## src/rtl/ff_write_arbiter.sv

```systemverilog
// ============================================================================
// ff_write_arbiter
// ----------------------------------------------------------------------------
// Purpose:
//   Round-robin arbiter/sequencer that shares a single enabled D-register
//   among N_REQ requesters. One requester owns the register at a time. The
//   owner's data slice is driven onto D and written when the owner keeps its
//   request asserted. A tenure lasts at most MAX_HOLD cycles while other
//   requesters are waiting, so a continuously requesting client cannot starve
//   the others.
//
// Parameters:
//   N_REQ    number of requesters (2..8)
//   WIDTH    data width of D and Q
//   MAX_HOLD maximum consecutive granted cycles per tenure (>= 1)
//
// Optional feature (macro ARB_LOCK_EN):
//   When defined, a `lock` input lets the current owner extend its tenure
//   past MAX_HOLD. hold_cnt saturates at MAX_HOLD while the lock is held.
//   When undefined, the port does not exist and rotation is always enforced.
//
// Ports:
//   clock   in   1            system clock, rising edge
//   reset   in   1            asynchronous active-high reset
//   req     in   N_REQ        per-requester write request (bit i = requester i)
//   data    in   N_REQ*WIDTH  requester data, slice [i*WIDTH +: WIDTH]
//   lock    in   1            tenure extension (only with ARB_LOCK_EN)
//   grant   out  N_REQ        registered one-hot grant, zero when idle
//   busy    out  1            high while a requester owns the register
//   enable  out  1            write strobe = busy & req[owner]
//   D       out  WIDTH        owner's data when busy, else 0
//   Q       out  WIDTH        register contents
// ============================================================================
module ff_write_arbiter #(
    parameter int N_REQ    = 4,
    parameter int WIDTH    = 1,
    parameter int MAX_HOLD = 4
) (
    input  logic                    clock,
    input  logic                    reset,
    input  logic [N_REQ-1:0]        req,
    input  logic [N_REQ*WIDTH-1:0]  data,
`ifdef ARB_LOCK_EN
    input  logic                    lock,
`endif
    output logic [N_REQ-1:0]        grant,
    output logic                    busy,
    output logic                    enable,
    output logic [WIDTH-1:0]        D,
    output logic [WIDTH-1:0]        Q
);

    localparam int PTR_W  = (N_REQ > 1) ? $clog2(N_REQ) : 1;
    localparam int HOLD_W = $clog2(MAX_HOLD + 1);

    localparam logic [HOLD_W-1:0] HOLD_ONE = HOLD_W'(1);
    localparam logic [HOLD_W-1:0] HOLD_MAX = HOLD_W'(MAX_HOLD);
    localparam logic [PTR_W-1:0]  PTR_LAST = PTR_W'(N_REQ - 1);

    typedef enum logic {
        IDLE = 1'b0,
        OWN  = 1'b1
    } state_t;

    // ------------------------------------------------------------------------
    // State
    // ------------------------------------------------------------------------
    state_t              state_reg, state_next;
    logic [N_REQ-1:0]    grant_reg, grant_next;
    logic [PTR_W-1:0]    ptr_reg,   ptr_next;
    logic [HOLD_W-1:0]   hold_reg,  hold_next;
    logic [WIDTH-1:0]    q_reg;

    // ------------------------------------------------------------------------
    // Derived signals
    // ------------------------------------------------------------------------
    logic [PTR_W-1:0]    owner_idx;
    logic [PTR_W-1:0]    ptr_after_owner;
    logic                owner_req;
    logic                others_req;
    logic                hold_at_max;
    logic                lock_eff;
    logic [N_REQ-1:0]    sel_from_ptr;
    logic [N_REQ-1:0]    sel_after_owner;
    logic [WIDTH-1:0]    d_mux;

`ifdef ARB_LOCK_EN
    assign lock_eff = lock;
`else
    assign lock_eff = 1'b0;
`endif

    // Round-robin pick: first set bit of r scanning upward from base,
    // wrapping modulo N_REQ. Returns a one-hot vector, or zero if r is empty.
    function automatic logic [N_REQ-1:0] rr_pick(
        input logic [PTR_W-1:0] base,
        input logic [N_REQ-1:0] r
    );
        logic [N_REQ-1:0] pick;
        logic             found;
        int               idx;
        pick  = '0;
        found = 1'b0;
        for (int k = 0; k < N_REQ; k++) begin
            idx = int'(base) + k;
            if (idx >= N_REQ) begin
                idx = idx - N_REQ;
            end
            if (!found && r[idx]) begin
                pick[idx] = 1'b1;
                found     = 1'b1;
            end
        end
        return pick;
    endfunction

    // One-hot grant to binary owner index (grant is zero only when idle,
    // where owner_idx is never consumed).
    always_comb begin
        owner_idx = '0;
        for (int i = 0; i < N_REQ; i++) begin
            if (grant_reg[i]) begin
                owner_idx = PTR_W'(i);
            end
        end
    end

    assign ptr_after_owner = (owner_idx == PTR_LAST) ? '0 : owner_idx + 1'b1;
    assign owner_req       = |(req & grant_reg);
    assign others_req      = |(req & ~grant_reg);
    assign hold_at_max     = (hold_reg == HOLD_MAX);

    // Both candidate selections are computed every cycle; the FSM decides
    // which one (if any) is loaded into the grant register.
    assign sel_from_ptr    = rr_pick(ptr_reg, req);
    assign sel_after_owner = rr_pick(ptr_after_owner, req);

    // ------------------------------------------------------------------------
    // Data mux: AND-OR of the slices gated by the one-hot grant.
    // ------------------------------------------------------------------------
    logic [WIDTH-1:0] slice_gated [N_REQ];

    generate
        for (genvar gi = 0; gi < N_REQ; gi++) begin : g_slice
            assign slice_gated[gi] = data[gi*WIDTH +: WIDTH]
                                   & {WIDTH{grant_reg[gi]}};
        end
    endgenerate

    always_comb begin
        d_mux = '0;
        for (int i = 0; i < N_REQ; i++) begin
            d_mux = d_mux | slice_gated[i];
        end
    end

    // ------------------------------------------------------------------------
    // Next-state logic
    // ------------------------------------------------------------------------
    always_comb begin
        state_next = state_reg;
        grant_next = grant_reg;
        ptr_next   = ptr_reg;
        hold_next  = hold_reg;

        case (state_reg)
            IDLE: begin
                if (|req) begin
                    state_next = OWN;
                    grant_next = sel_from_ptr;
                    hold_next  = HOLD_ONE;
                end
            end

            OWN: begin
                if (!owner_req) begin
                    // Owner released: pointer moves past it regardless of
                    // whether anyone else is waiting.
                    ptr_next = ptr_after_owner;
                    if (others_req) begin
                        // Hand over on the same edge, no idle bubble.
                        grant_next = sel_after_owner;
                        hold_next  = HOLD_ONE;
                    end else begin
                        state_next = IDLE;
                        grant_next = '0;
                        hold_next  = '0;
                    end
                end else if (hold_at_max && others_req && !lock_eff) begin
                    // Forced rotation. Scanning from owner+1 always reaches
                    // a waiting requester before wrapping back to the owner.
                    ptr_next   = ptr_after_owner;
                    grant_next = sel_after_owner;
                    hold_next  = HOLD_ONE;
                end else if (hold_at_max) begin
                    // Nobody waiting: tenure restarts. A locked owner instead
                    // saturates so rotation fires on the edge lock drops.
                    hold_next = lock_eff ? HOLD_MAX : HOLD_ONE;
                end else begin
                    hold_next = hold_reg + 1'b1;
                end
            end

            default: begin
                state_next = IDLE;
                grant_next = '0;
                hold_next  = '0;
            end
        endcase
    end

    // ------------------------------------------------------------------------
    // State registers
    // ------------------------------------------------------------------------
    always_ff @(posedge clock or posedge reset) begin
        if (reset) begin
            state_reg <= IDLE;
            grant_reg <= '0;
            ptr_reg   <= '0;
            hold_reg  <= '0;
        end else begin
            state_reg <= state_next;
            grant_reg <= grant_next;
            ptr_reg   <= ptr_next;
            hold_reg  <= hold_next;
        end
    end

    // ------------------------------------------------------------------------
    // Shared storage register
    // ------------------------------------------------------------------------
    always_ff @(posedge clock or posedge reset) begin
        if (reset) begin
            q_reg <= '0;
        end else if (enable) begin
            q_reg <= D;
        end
    end

    // ------------------------------------------------------------------------
    // Outputs
    // ------------------------------------------------------------------------
    assign busy   = (state_reg == OWN);
    assign grant  = grant_reg;
    // A dropped request suppresses the write immediately, not at the edge.
    assign enable = busy & owner_req;
    assign D      = busy ? d_mux : '0;
    assign Q      = q_reg;

endmodule

```

## config.mk

```make
export PLATFORM = sky130hd
export DESIGN_NAME = ff_write_arbiter
export DESIGN_NICKNAME = d
export VERILOG_FILES = /design/src/rtl/ff_write_arbiter.sv
export SDC_FILE = /design/constraint.sdc
export NUM_CORES = 1
export LEC_CHECK = 0
export CAP_MARGIN = 20
export CELL_PAD_IN_SITES_DETAIL_PLACEMENT = 1
export CELL_PAD_IN_SITES_GLOBAL_PLACEMENT = 1
export CORE_MARGIN = 10
export CORE_UTILIZATION = 26
export DETAILED_ROUTE_END_ITERATION = 6
export GPL_TIMING_DRIVEN = 0
export PLACE_DENSITY = 0.63
export SYNTH_ARGS = -nofsm -noshare
export SYNTH_HDL_FRONTEND = slang
export SYNTH_SLANG_ARGS = --single-unit
```

## constraint.sdc

```tcl
create_clock -name clock -period 5.4 [get_ports clock]
set_clock_uncertainty 0.05 [all_clocks]
set_input_delay 1.08 -clock clock [delete_from_list [all_inputs] [get_ports clock]]
set_output_delay 1.08 -clock clock [all_outputs]
set_load 0.005 [all_outputs]
```

==> results.yml <==
global_routing:
  grt_use_met1_pct: 11.8
  use_met3_pct: 2.39
  top_usage_layer: "met2"
  grt_max_degree: 12
  grt_pass1_vias: 1366
  grtUsageTotal_pct: 10.1
  antenna_found_initial: 0
  grt_pass1_wl_um: 7030
  grt_overflow: 0
  met2_usage_pct: 17.3
power:
  power.density_nw_per_um2: 516
  leakagePower_nw: 0.666
  ir_worst_vdd_v: 0.000117
yosys:
  synth_top_cell_area_share_pct: 21.0
  synth_area_leader_cell: "dfrtp_1"
  ys_ff_latch: 11
  synth.area.top_cells: "dfrtp_1, ha_1, mux4_1"
  syn_inst: 146
  syn-cell-area_um2: 1310
  avgSynthCellArea_um2: 8.97
  ys_seq_area_share_pct: 21.0
  yosys_warnings: 0
  yosysUniqueCellTypes: 43
  syn_nets: 171
sta:
  timing.slew.headroom_pct: 62.5
  rsz0062_at_grt: "no"
  worst_pin_slew_ps: 560
  period_needed_ps: 4030
  period_share_pct: 74.6
  fin_hold_ws_ps: 484
  max_freq_mhz: 248
  drv_slew: 0
  hold_violations: 0
  finalSetupViolCount: 0
  setup_tns_ps: 0
  fin_ws_ps: 1370
worst_setup_path:
  worst_setup_path_start_kind: "primary input"
  worstRegToRegCells: 9
  critPathKind: "in2out"
  cp.arrival_ps: 2900
  crit_family: "buffers and inverters"
  slowest_stage: "clkdlybuf4s50_1"
  endpoint_kind: "output port"
  r2r-end: "grant[0]"
  cpMostUsedCell: "clkdlybuf4s50_1"
  rrSetupSlack_ps: 2300
  path_max_fanout: 10
  timing.rr.start: "grant[3]"
  path_cells: "clkdlybuf4s50_1 > buf_2 > a22oi_1 > a31o_2 > inv_1 > clkdlybuf4s50_1"
  crit_required_ps: 4270
  slowest_delay_ps: 530
  crit_buf_inv: 4
place:
  port_buffers: 17
  dpl_worst_slack_ps: 1380
  gp_congestion: 0.924
  place.detailed.hpwl_um: 3380
clock_network:
  cts_tree: "built"
  cts-htree-levels: 1
  cts-root-buf: "clkbuf_8"
  cts_inserted_buffers: 3
  holdBufCountCts: 0
  cts_num_sinks: 11
  insertion_delay_ps: 240
  clkTransAtPathRegs_ps: 50
  cts_setup_buffers: 0
  clockBufferDepth: 2
  cts_resized: 0
routing:
  drtIter0Drc: 85
  routed_wl_um: 4110
  antenna_left: 0
  vias_per_cell: 5.50
  drc: 0
  drt_pass1_iterations: 4
  post_drt_wl_per_cell_um: 17.6
  num_vias: 1286
floorplan:
  rows: 25
  die_h_um: 91.0
  die_x_um: 91.0
  num_io_pins: 18
  fp.coreArea_um2: 4820
  start_util_pct: 27.2
  die-area_um2: 8280
run:
  max-cap-violations: 0
hold_path:
  hp-start: "hold_reg[2]"
  worstHoldPathType: "reg2reg"
  holdPathStages: 1
  hold_path_end: "hold_reg[2]"
finish:
  largest_reg_flops: 4
  antenna_cells: 0
  area_growth_pct: 22.8
  finalNetCount: 193
  fin_util_pct: 33.4
  drive_above_1_share_pct: 11.4
status:
  run_status: "complete, no violations"
-- how the worst max path moves through the flow --
stage | start | to | slack (ps) | cells past startpoint
floorplan | req[0] | enable | 2570 | 4
global placement | req[0] | enable | 1410 | 6
detailed placement | req[0] | enable | 1380 | 6
CTS | req[0] | enable | 1380 | 6
global route | req[0] | enable | 1250 | 6
finish | req[0] | enable | 1370 | 6
-- cell usage after synthesis (all sizes together) --
cell / n
a21oi: 5
nor3: 2
nor2: 3
a31o: 1
nand3b: 4
a32o: 1
o32a: 1
nor4b: 1
ha: 15
nand2: 11
o221a: 1
and4: 4
mux2: 1
a221oi: 5
dfrtp: 11
nand3: 7
o2111a: 1
a211oi: 1
inv: 13
mux4: 4
nand2b: 4
o21a: 1
buf: 5
o2111ai: 5
o221ai: 1
or2: 4
o22ai: 1
a22o: 4
a31oi: 3
a22oi: 3
mux2i: 3
o32ai: 1
a311oi: 1
or3b: 1
nor2b: 2
nor3b: 1
or3: 2
o21ai: 12
-- cell type report --
class                      count  area [um^2]
tap                           67         83.8
timing repair buffer          17          170
sequential                    11          275
fill                         579         3210
clock buffer                   4         45.0
multi-input combinational    117          961
buffer                         5         25.0
inverter                      13         48.8
-- metrics by stage --
stage                     power [W]  instance area [um^2]  std cells
final                      0.000831                  1610        234
after global routing       0.000910                  1610        234
after CTS                  0.000833                  1610        234
after detailed placement   0.000748                  1560        230
after global placement     0.000709                  1560        230
after floorplan            0.000561                  1310        146
-- cells in the final DEF (no fill, tap or decap), types with 2 or more instances in the layout --
cell type / netlist / final
a21oi_1: 5 / 5
a221oi_1: 4 / 4
a22o_1: 4 / 4
a22oi_1: 3 / 3
a31oi_1: 3 / 3
and4_1: 4 / 4
buf_2: 5 / 5
clkbuf_8: 0 / 3
clkdlybuf4s50_1: 0 / 17
dfrtp_1: 11 / 11
ha_1: 15 / 15
inv_1: 12 / 12
mux2i_1: 3 / 3
mux4_1: 3 / 3
nand2_1: 11 / 11
nand2b_1: 4 / 4
nand3_1: 7 / 7
nand3b_1: 4 / 4
nor2_1: 3 / 3
nor3_1: 2 / 2
o2111ai_1: 5 / 5
o21ai_0: 12 / 12
or2_2: 3 / 3
or3_1: 2 / 2
-- cell families after synthesis --
kind of cell    after synthesis  synth area share [%]
fa+ha+maj                    15                  14.3
mux                           8                  10.9
simple gates                 46                  20.6
flops                        11                  21.0
compound gates               48                  27.5
buf+inv                      18                  5.63
-- power by group --
part           internal, W  total [W]  switching [W]
combinational     0.000267   0.000590       0.000323
sequential        0.000115   0.000158      0.0000431
clock            0.0000518  0.0000827      0.0000309
total             0.000433   0.000831       0.000397
-- metal layers --
metal / up-vias / routed length, um
met5: - / 0
met3: 6 / 180
met4: 0 / 112
met1: 643 / 1840
li1: 609 / -
met2: 28 / 1970
(Power assumes the default switching activity.)
